==> src/rtl/axi_lite_interface_pkg.sv <==
// Shared types for the AXI-Lite register front-end: FSM states, response codes
// and the default 64-bit AXI-Lite request/response channel structs.
package axi_lite_interface_pkg;

    typedef enum logic [2:0] {
        IDLE,
        RD_ACC,
        RD_RESP,
        WR_ACC,
        WR_RESP
    } state_e;

    localparam logic [1:0] RESP_OKAY   = 2'b00;
    localparam logic [1:0] RESP_SLVERR = 2'b10;

    localparam int unsigned LITE_ADDR_W = 64;
    localparam int unsigned LITE_DATA_W = 64;

    typedef struct packed {
        logic [LITE_ADDR_W-1:0] addr;
    } addr_chan_t;

    typedef struct packed {
        logic [LITE_DATA_W-1:0]   data;
        logic [LITE_DATA_W/8-1:0] strb;
    } w_chan_t;

    typedef struct packed {
        logic [1:0] resp;
    } b_chan_t;

    typedef struct packed {
        logic [LITE_DATA_W-1:0] data;
        logic [1:0]             resp;
    } r_chan_t;

    typedef struct packed {
        logic       aw_valid;
        addr_chan_t aw;
        logic       w_valid;
        w_chan_t    w;
        logic       b_ready;
        logic       ar_valid;
        addr_chan_t ar;
        logic       r_ready;
    } axi_lite_req_t;

    typedef struct packed {
        logic    aw_ready;
        logic    w_ready;
        logic    b_valid;
        b_chan_t b;
        logic    ar_ready;
        logic    r_valid;
        r_chan_t r;
    } axi_lite_resp_t;

endpackage

==> src/rtl/axi_lite_interface.sv <==
// AXI4-Lite slave that turns each read/write into a one-cycle register strobe.
// Define AXI_LITE_IF_ASSERT_EN to compile in simulation-only protocol assertions.
module axi_lite_interface
    import axi_lite_interface_pkg::*;
#(
    parameter int unsigned AXI_ADDR_WIDTH = 64,
    parameter int unsigned AXI_DATA_WIDTH = 64,
    parameter int unsigned AXI_ID_WIDTH   = 10,
    parameter type         lite_req_t     = axi_lite_req_t,
    parameter type         lite_resp_t    = axi_lite_resp_t
) (
    input  logic                      clk_i,
    input  logic                      rst_ni,
    input  lite_req_t                 axi_req_i,
    output lite_resp_t                axi_resp_o,
    output logic [AXI_ADDR_WIDTH-1:0] address_o,
    output logic                      en_o,
    output logic                      we_o,
    input  logic [AXI_DATA_WIDTH-1:0] data_i,
    output logic [AXI_DATA_WIDTH-1:0] data_o
);

    state_e                    state_q, state_d;
    logic [AXI_ADDR_WIDTH-1:0] addr_q, addr_d;
    logic [AXI_DATA_WIDTH-1:0] wdata_q, wdata_d;
    logic [AXI_DATA_WIDTH-1:0] rdata_q, rdata_d;
    logic                      wr_go;
    logic                      unused_ok;

    // AXI-Lite has no IDs and writes are always full width
    assign unused_ok = (^axi_req_i.w.strb) | (AXI_ID_WIDTH == 0);

    always_comb begin
        state_d    = state_q;
        addr_d     = addr_q;
        wdata_d    = wdata_q;
        rdata_d    = rdata_q;
        axi_resp_o = '0;
        en_o       = 1'b0;
        we_o       = 1'b0;
        wr_go      = axi_req_i.aw_valid & axi_req_i.w_valid & ~axi_req_i.ar_valid;

        unique case (state_q)
            IDLE: begin
                axi_resp_o.ar_ready = 1'b1;
                axi_resp_o.aw_ready = wr_go;
                axi_resp_o.w_ready  = wr_go;
                if (axi_req_i.ar_valid) begin
                    addr_d  = axi_req_i.ar.addr;
                    state_d = RD_ACC;
                end else if (wr_go) begin
                    addr_d  = axi_req_i.aw.addr;
                    wdata_d = axi_req_i.w.data;
                    state_d = WR_ACC;
                end
            end
            RD_ACC: begin
                en_o    = 1'b1;
                rdata_d = data_i;
                state_d = RD_RESP;
            end
            RD_RESP: begin
                axi_resp_o.r_valid = 1'b1;
                if (axi_req_i.r_ready) state_d = IDLE;
            end
            WR_ACC: begin
                en_o    = 1'b1;
                we_o    = 1'b1;
                state_d = WR_RESP;
            end
            WR_RESP: begin
                axi_resp_o.b_valid = 1'b1;
                if (axi_req_i.b_ready) state_d = IDLE;
            end
            default: state_d = IDLE;
        endcase

        axi_resp_o.r.data = rdata_q;
        axi_resp_o.r.resp = RESP_OKAY;
        axi_resp_o.b.resp = RESP_OKAY;

        // Handshake and strobe outputs stay quiet for the whole reset period
        if (!rst_ni) begin
            axi_resp_o.aw_ready = 1'b0;
            axi_resp_o.w_ready  = 1'b0;
            axi_resp_o.ar_ready = 1'b0;
            axi_resp_o.r_valid  = 1'b0;
            axi_resp_o.b_valid  = 1'b0;
            en_o                = 1'b0;
            we_o                = 1'b0;
        end
    end

    always_ff @(posedge clk_i) begin
        if (!rst_ni) begin
            state_q <= IDLE;
            addr_q  <= '0;
            wdata_q <= '0;
            rdata_q <= '0;
        end else begin
            state_q <= state_d;
            addr_q  <= addr_d;
            wdata_q <= wdata_d;
            rdata_q <= rdata_d;
        end
    end

    assign address_o = addr_q;
    assign data_o    = wdata_q;

`ifdef AXI_LITE_IF_ASSERT_EN
    if (AXI_DATA_WIDTH != 64) begin : g_width_check
        $fatal(1, "axi_lite_interface: AXI_DATA_WIDTH must be 64");
    end

    a_r_stable: assert property (@(posedge clk_i) disable iff (!rst_ni)
        axi_resp_o.r_valid && !axi_req_i.r_ready |=> axi_resp_o.r_valid && $stable(axi_resp_o.r.data));

    a_b_stable: assert property (@(posedge clk_i) disable iff (!rst_ni)
        axi_resp_o.b_valid && !axi_req_i.b_ready |=> axi_resp_o.b_valid);

    a_en_single: assert property (@(posedge clk_i) disable iff (!rst_ni)
        en_o |=> !en_o);
`endif

endmodule

==> config.mk <==
export PLATFORM = sky130hd
export DESIGN_NAME = axi_lite_interface
export DESIGN_NICKNAME = d
export VERILOG_FILES = /design/src/rtl/axi_lite_interface_pkg.sv /design/src/rtl/axi_lite_interface.sv
export SDC_FILE = /design/constraint.sdc
export NUM_CORES = 1
export LEC_CHECK = 0
export CAP_MARGIN = 10
export CORE_AREA = 3 3 182 184
export DETAILED_ROUTE_END_ITERATION = 6
export DIE_AREA = 0 0 185 187
export DONT_BUFFER_PORTS = 1
export PLACE_DENSITY = 0.43
export REMOVE_ABC_BUFFERS = 1
export SYNTH_ARGS = -nofsm -noshare
export SYNTH_HDL_FRONTEND = slang
export SYNTH_SLANG_ARGS = --single-unit
==> constraint.sdc <==
create_clock -name clk_i -period 2.15 [get_ports clk_i]
set_clock_uncertainty 0.05 [all_clocks]
set_input_delay 0.43 -clock clk_i [delete_from_list [all_inputs] [get_ports clk_i]]
set_output_delay 0.43 -clock clk_i [all_outputs]
set_load 0.02 [all_outputs]
---- Word level (Yosys, flattened, before mapping) ----
Index checks and enable logic that the tools add are counted.
operators by class
  equality and inequality tests ........... 7
  multiplexer cells ....................... 17
  bitwise logic cells ..................... 3
  reductions and logical operators ........ 6
operator list
  kind                                                                    count
  64-bit two-way mux                                                      2
  3-bit two-way mux                                                       5
  3-bit one-hot mux with 5 select lines                                   1
  1-bit two-way mux                                                       7
  3-bit by 2-bit equality test with 1-bit output (second input constant)  2
  3-bit AND reduction                                                     2
  2-bit two-way mux                                                       2
  2-bit != test (second input constant)                                   2
  3-bit by 1-bit equality test with 1-bit output (second input constant)  1
  3-bit equality test (second input constant)                             1
  3-bit logical NOT                                                       1
  3-bit != test (second input constant)                                   1
  1-bit bitwise AND                                                       2
  2-bit AND reduction                                                     1
  2-bit nonzero test                                                      1
  2-bit OR reduction                                                      1
  1-bit inverter                                                          1
storage, ports and cells
  register bits ........................... 195
  word-level logic and storage cells ...... 37

---- Logic depth before layout (Yosys ltp) ----
Gate-level depths: netlist (run 1).
  depth in word-level cells ............... 5
  mapped depth ............................ 7
  depth with buffers taken out ............ 3

---- Least setup slack after synthesis (run 1) ----
OpenSTA, ideal clock, no wires.
  path type ............................... reg-to-output
  start point ............................. register state_q[1]
  end point ............................... output axi_resp_o[72] (netlist name)
  data arrival time ....................... 1616 ps
  data required time ...................... 1670 ps
  setup slack ............................. 54 ps
  cell stages (with the launch flop) ...... 8
  buffers on the path ..................... 4
  cells stage by stage .................... dfxtp_1 > buf_2 > nor3_4 > nor3b_2 > buf_6 > buf_6 > and2_1 > buf_4
RTL lines
  item                    RTL line                   RTL
  from (decl)             axi_lite_interface.sv:23   state_e state_q, state_d;
  from (signal assigned)  axi_lite_interface.sv:101  state_q <= state_d;
  to (decl)               axi_lite_interface.sv:15   output lite_resp_t axi_resp_o,

==> results.py, run 1 <==
metrics = {
    "floorplan": {
        "die_area_um2": 34600,
        "fp.dieH_um": 187,
        "fp.dieW_um": 185,
        "start_util_pct": 26.0,
        "coreArea_um2": 31600,
        "ios": 474,
        "rows": 65,
    },
    "grt": {
        "grt_pass1_wl_um": 35100,
        "grt_max_degree": 262,
        "track_usage_pct": 13.1,
        "antenna_found_initial": 0,
        "grt_pass1_vias": 5966,
        "grt_overflow": 0,
    },
    "final_layout": {
        "design_area_um2": 9040,
        "syn2layout_area_growth_pct": 10.2,
        "fin_nets": 1103,
        "n_antenna_cell": 0,
        "drive_above_1_share_pct": 6.63,
    },
    "power_and_ir_drop": {
        "irDropWorstVdd_mv": 0.527,
        "finalPower_uw": 8620,
        "p_leak_uw": 0.00392,
        "power.density_nw_per_um2": 954,
    },
    "drt": {
        "vias_per_cell": 4.72,
        "dr.pass1.iters": 6,
        "dr_wl_met3_um": 2280,
        "top_layer": "met4",
        "drcViolationCount": 0,
        "wl_met1_um": 8800,
        "postRouteAntennaNets": 0,
        "post_drt_wl_per_cell_um": 19.1,
        "wl_met2_um": 12300,
        "vias": 5881,
        "routed_wl_um": 23800,
        "drt_iter0_drc": 200,
    },
    "logic_synthesis": {
        "synth_seq_area_share_pct": 47.6,
        "avgSynthCellArea_um2": 9.31,
        "synth_seq_cells": 195,
        "synth_edf_count": 0,
        "ys_warn_count": 0,
        "ys_async_sr_fraction_pct": 0,
        "synthFlopType": "dfxtp_1",
        "yosysUniqueCellTypes": 28,
        "netlist_area_um2": 8200,
        "synth_cells": 881,
    },
    "timing": {
        "grt_setup_unrepaired": "no",
        "worst_pin_slew_ns": 0.691,
        "slew_violations": 0,
        "slew_headroom_pct": 54.0,
        "hold_viol": 0,
        "fmax_mhz": 498,
        "setup_viol": 0,
        "finalCritPeriodShare_pct": 93.4,
        "period_needed_ns": 2.01,
    },
    "worst_hold_path": {
        "whs_endpoint": "rdata_q[41]",
        "whs_path_depth": 2,
        "timing.hold.worst.class": "in2reg",
        "hold_path.startpoint": "data_i[41]",
    },
    "placed_design": {
        "dp_hpwl_um": 16400,
        "port_buffers": 0,
        "place.gp.congestion": 0.746,
        "place_area_um2": 8430,
    },
    "worst_setup_path": {
        "cp_top_family": "simple AND/OR/NAND/NOR gates",
        "slowest_stage": "dfxtp_2",
        "crit_buf_inv": 1,
        "path_max_fanout": 8,
        "critical_path.cell_chain": "nor3_4 -> nor3b_4 -> and2_4 -> buf_4",
        "end_kind": "output port",
        "cp-start-kind": "flip-flop",
        "critPathRequiredTime_ns": 1.67,
        "cp_slowest_stage_delay_ns": 0.37,
        "arrival_ns": 1.53,
        "worst-setup-path-type": "reg2out",
        "r2r_cells": 6,
        "r2r_setup_slack_ns": 0.38,
        "rr_startpoint": "state_q[2]",
        "r2r-end": "address_o[61]",
    },
    "clock_network": {
        "insertion_delay_ns": 0.44,
        "cts_tree": "yes",
        "clkSinkCount": 195,
        "hold_buffers": 0,
        "clkSlewWorstSetupHoldPaths_ns": 0.08,
        "cts-root-buf": "clkbuf_16",
        "cts_buffer_depth": 2,
        "cts_max_level": 4,
        "numCtsBuffers": 17,
    },
    "run": {
        "max_cap_viol_count": 0,
    },
    "status": {
        "run_status": "complete, no violations",
    },
}
[cells by family after synthesis]
family	share of synthesized area [%]
AOI/OAI and AO/OA	14.0
other	0.0457
and+or+nand+nor	17.2
muxes	15.6
buffers and inverters	5.46
DFF	47.6
[sequential cells by signal, summed over array words and instances, names as in the netlist]
| register | count |
|---|---|
| address_o | 64 |
| rdata_q | 64 |
| data_o | 64 |
| state_q | 3 |
[layout by cell type (no fill, tap or decap), types with 3 or more instances in the layout]
master,count
mux2i_1,128
clkbuf_16,17
conb_1,4
a21boi_1,60
inv_6,3
clkinv_4,5
buf_4,11
nand3_1,64
buf_12,4
o211a_1,64
dfxtp_1,193
a21boi_0,4
nand2_1,257
[how the worst max path moves through the flow]
| stage | slack (ns) | endpoint | depth (start not counted) | from |
|---|---|---|---|---|
| after floorplan | -4.26 | axi_resp_o[71] | 3 | state_q[2] |
| after detailed placement | 0.35 | axi_resp_o[71] | 4 | state_q[2] |
| after global placement | 0.34 | address_o[9] | 5 | state_q[2] |
| after CTS | 0.03 | axi_resp_o[71] | 4 | state_q[0] |
| after global routing | 0.01 | axi_resp_o[71] | 4 | state_q[2] |
| final | 0.14 | axi_resp_o[71] | 4 | state_q[2] |
[report_power, final]
group	total (uW)	internal, uW	switching (uW)
registers	4500	3910	590
logic	910	414	496
clock network	3220	1670	1540
[final cells by class]
type / instances / area, um2
clock buffer: 18 / 439
clock inverter: 14 / 149
fill: 3365 / 22500
multi-input combinational: 603 / 3880
sequential: 195 / 3910
tap: 402 / 503
timing repair buffer: 15 / 163
[through the flow]
step / worst slack [ns] / instances / util (%) / hold slack, ns / setup TNS, ns
final: 0.142 / 1247 / 28.6 / 0.0616 / 0
after global routing: 0.0117 / 1247 / 28.6 / 0.0285 / 0
after CTS: 0.0259 / 1247 / 28.6 / 0.0211 / 0
after detailed placement: 0.350 / 1213 / 26.7 / 0.498 / 0
after global placement: 0.339 / 1213 / 26.7 / 0.493 / 0
after floorplan: -4.26 / 798 / - / 0.481 / -448.22
[worst register-to-register path: cells and delay by family, from the launching register on]
kind            cells  cell delay [ns]
simple gates        2             0.45
buf+inv             3             0.68
flops               1             0.37
compound gates      1             0.17
[cells in the mapped netlist, types with 3 or more instances]
master / n / area share (%)
nand3_1: 64 / 3.9
o211a_1: 64 / 7.8
dfxtp_1: 195 / 48
buf_6: 6 / 0.82
buf_4: 11 / 1.0
a21boi_1: 60 / 5.5
mux2i_1: 128 / 16
buf_2: 31 / 1.9
a21boi_0: 4 / 0.37
and2_1: 3 / 0.23
clkbuf_1: 36 / 1.6
nand2_1: 257 / 12
[metal layers]
layer / global-route usage (%) / vias up
li1: - / 2898
met4: 4.94 / 0
met2: 23.6 / 285
met1: 13.9 / 2676
met3: 4.75 / 22
met5: 0 / -
[repair_timing]
item | CTS | global route
setup buffers | 2 | 0
cloned | 0 | 0
resized for setup | 1 | 2
hold endpoints to repair | 0 | 0
endpoints found under the setup margin | 2 | 2
pin swaps | 1 | 0
Power figures use the tool's default switching activity.
==> inputs of run 2 (changes only) <==
==> constraint.sdc (replaced) <==
create_clock -name clk_i -period 2.2 [get_ports clk_i]
set_clock_uncertainty 0.05 [all_clocks]
set_input_delay 0.44 -clock clk_i [delete_from_list [all_inputs] [get_ports clk_i]]
set_output_delay 0.44 -clock clk_i [all_outputs]
set_load 0.02 [all_outputs]
==> run 2 against run 1 <==
  * First-iteration DRC count rose by 12%
  * Die area unchanged
  * Routed wire length is essentially flat
  * Count of clock-buffer cells in the layout unchanged
  * Final cell count is 0.16% lower
  * Sequential power fell by 2%
  * Via count is essentially flat
  * Worst hold slack improved by 0.018 ns
  * Clock power is essentially flat
  * Global-route usage fell by 0.14 points
  * Critical path depth stayed put
  * Largest cell class unchanged
==> results.py, run 2 (synthesis gave the netlist of run 1 again) <==
metrics = {
    "status": {
        "run_status": "complete, no violations",
    },
    "run": {
        "max_cap_viol_count": 0,
    },
    "drt": {
        "dr.pass1.iters": 4,
        "vias": 5882,
        "postRouteAntennaNets": 0,
        "post_drt_wl_per_cell_um": 19.1,
        "drt_iter0_drc": 223,
        "drcViolationCount": 0,
        "vias_per_cell": 4.72,
        "routed_wl_um": 23800,
    },
    "final_layout": {
        "post-route-util_pct": 28.6,
        "drive_above_1_share_pct": 6.29,
        "syn2layout_area_growth_pct": 10.1,
        "layout_commonest_cell": "nand2_1",
        "n_antenna_cell": 0,
        "fin_nets": 1102,
        "final_cell_mix": "nand2_1, dfxtp_1, mux2i_1",
    },
    "worst_setup_path": {
        "cp-start-kind": "flip-flop",
        "end_kind": "output port",
        "slowest_stage": "dfxtp_2",
        "cp_slowest_stage_delay_ns": 0.38,
        "critical_path.cell_chain": "nor3_4 -> nor3b_4 -> and2_4 -> buf_4",
        "worst-setup-path-type": "reg2out",
        "path_max_fanout": 8,
        "arrival_ns": 1.58,
        "r2r_cells": 5,
        "critPathRequiredTime_ns": 1.71,
    },
    "clock_network": {
        "hold_buffers": 0,
        "cts_tree": "yes",
        "cts-root-buf": "clkbuf_16",
        "insertion_delay_ns": 0.43,
        "cts_buffer_depth": 2,
        "cts_max_level": 4,
        "clkSinkCount": 195,
        "numCtsBuffers": 17,
        "clkSlewWorstSetupHoldPaths_ns": 0.08,
    },
    "timing": {
        "hold_viol": 0,
        "worst_pin_slew_ns": 0.707,
        "fmax_mhz": 483,
        "setup_viol": 0,
        "finalCritPeriodShare_pct": 94.1,
        "slew_headroom_pct": 52.8,
        "hold_ws_ns": 0.0792,
        "period_needed_ns": 2.07,
        "slew_violations": 0,
        "worst_slack_ns": 0.130,
    },
    "grt": {
        "track_usage_pct": 13.0,
        "grt_max_degree": 262,
        "grt_pass1_wl_um": 34900,
        "antenna_found_initial": 0,
        "grt_overflow": 0,
        "grt_pass1_vias": 5857,
    },
    "power_and_ir_drop": {
        "irDropWorstVdd_mv": 0.520,
        "power.density_nw_per_um2": 939,
        "p_leak_uw": 0.00391,
    },
    "floorplan": {
        "ios": 474,
        "coreArea_um2": 31600,
        "die_area_um2": 34600,
        "fp.dieW_um": 185,
        "rows": 65,
        "start_util_pct": 26.0,
        "fp.dieH_um": 187,
    },
    "worst_hold_path": {
        "timing.hold.worst.class": "in2reg",
        "whs_path_depth": 2,
    },
    "placed_design": {
        "place.gp.congestion": 0.739,
        "port_buffers": 0,
        "dp_hpwl_um": 16500,
        "post-place-ws_ns": 0.395,
    },
}
## run 2: changes by cell type in the layout (fill, tap and decap cells not counted), sizes merged
| cell | previous run | this run |
|---|---|---|
| clkinv | 8 | 6 |
| clkinvlp | 0 | 2 |
| buf | 15 | 14 |
| bufinv | 1 | 2 |
| inv | 5 | 3 |
## run 2: area by class of cell
class	count	area (um2)
Clock buffer	18	439
Clock inverter	13	154
Fill cell	3353	22500
Multi-Input combinational cell	603	3880
Sequential cell	195	3910
Tap cell	402	503
Timing Repair Buffer	14	155
## run 2: worst paths after layout
kind | start | to | slack (ns)
max | state_q[2] | axi_resp_o[71] | 0.13
min reg2reg | rdata_q[16] | rdata_q[16] | 0.50
max reg2reg | state_q[2] | data_o[3] | 0.42
min | data_i[19] | rdata_q[19] | 0.08
## run 2: worst max-delay path, delay by kind of cell, from the launching register on
| family | cells | cell delay (ns) |
|---|---|---|
| buf+inv | 1 | 0.13 |
| flops | 1 | 0.38 |
| simple gates | 3 | 0.64 |
## run 2: power by group
| group | internal (uW) | leakage, uW | switching [uW] | total [uW] |
|---|---|---|---|---|
| combinational | 397 | 0.00203 | 484 | 881 |
| clock | 1720 | 0.000286 | 1480 | 3210 |
| sequential | 3820 | 0.00160 | 576 | 4400 |
## run 2: layer usage
metal  share of wire (%)  track usage [%]  vias up
met5                   0                0        -
met4                 1.1             3.29        0
met3                 9.5             5.06       11
met2                  52             23.6      269
met1                  38             13.9     2709
li1                    -                -     2893
## run 2: metrics by stage
step	area (um2)	total power [uW]	TNS, ns	std cells
after floorplan	7760	5070	-438.54	798
after global placement	8430	5380	0	1213
after detailed placement	8430	5390	0	1213
after CTS	9030	8660	0	1244
after global routing	9030	8920	-0.00439	1245
final	9030	8480	0	1245
## run 2: repair_timing
action,CTS,global route
buffers inserted,0,1
resized for setup,2,0
endpoints found under the setup margin,2,2
hold endpoints to repair,0,0
pin swaps,1,0
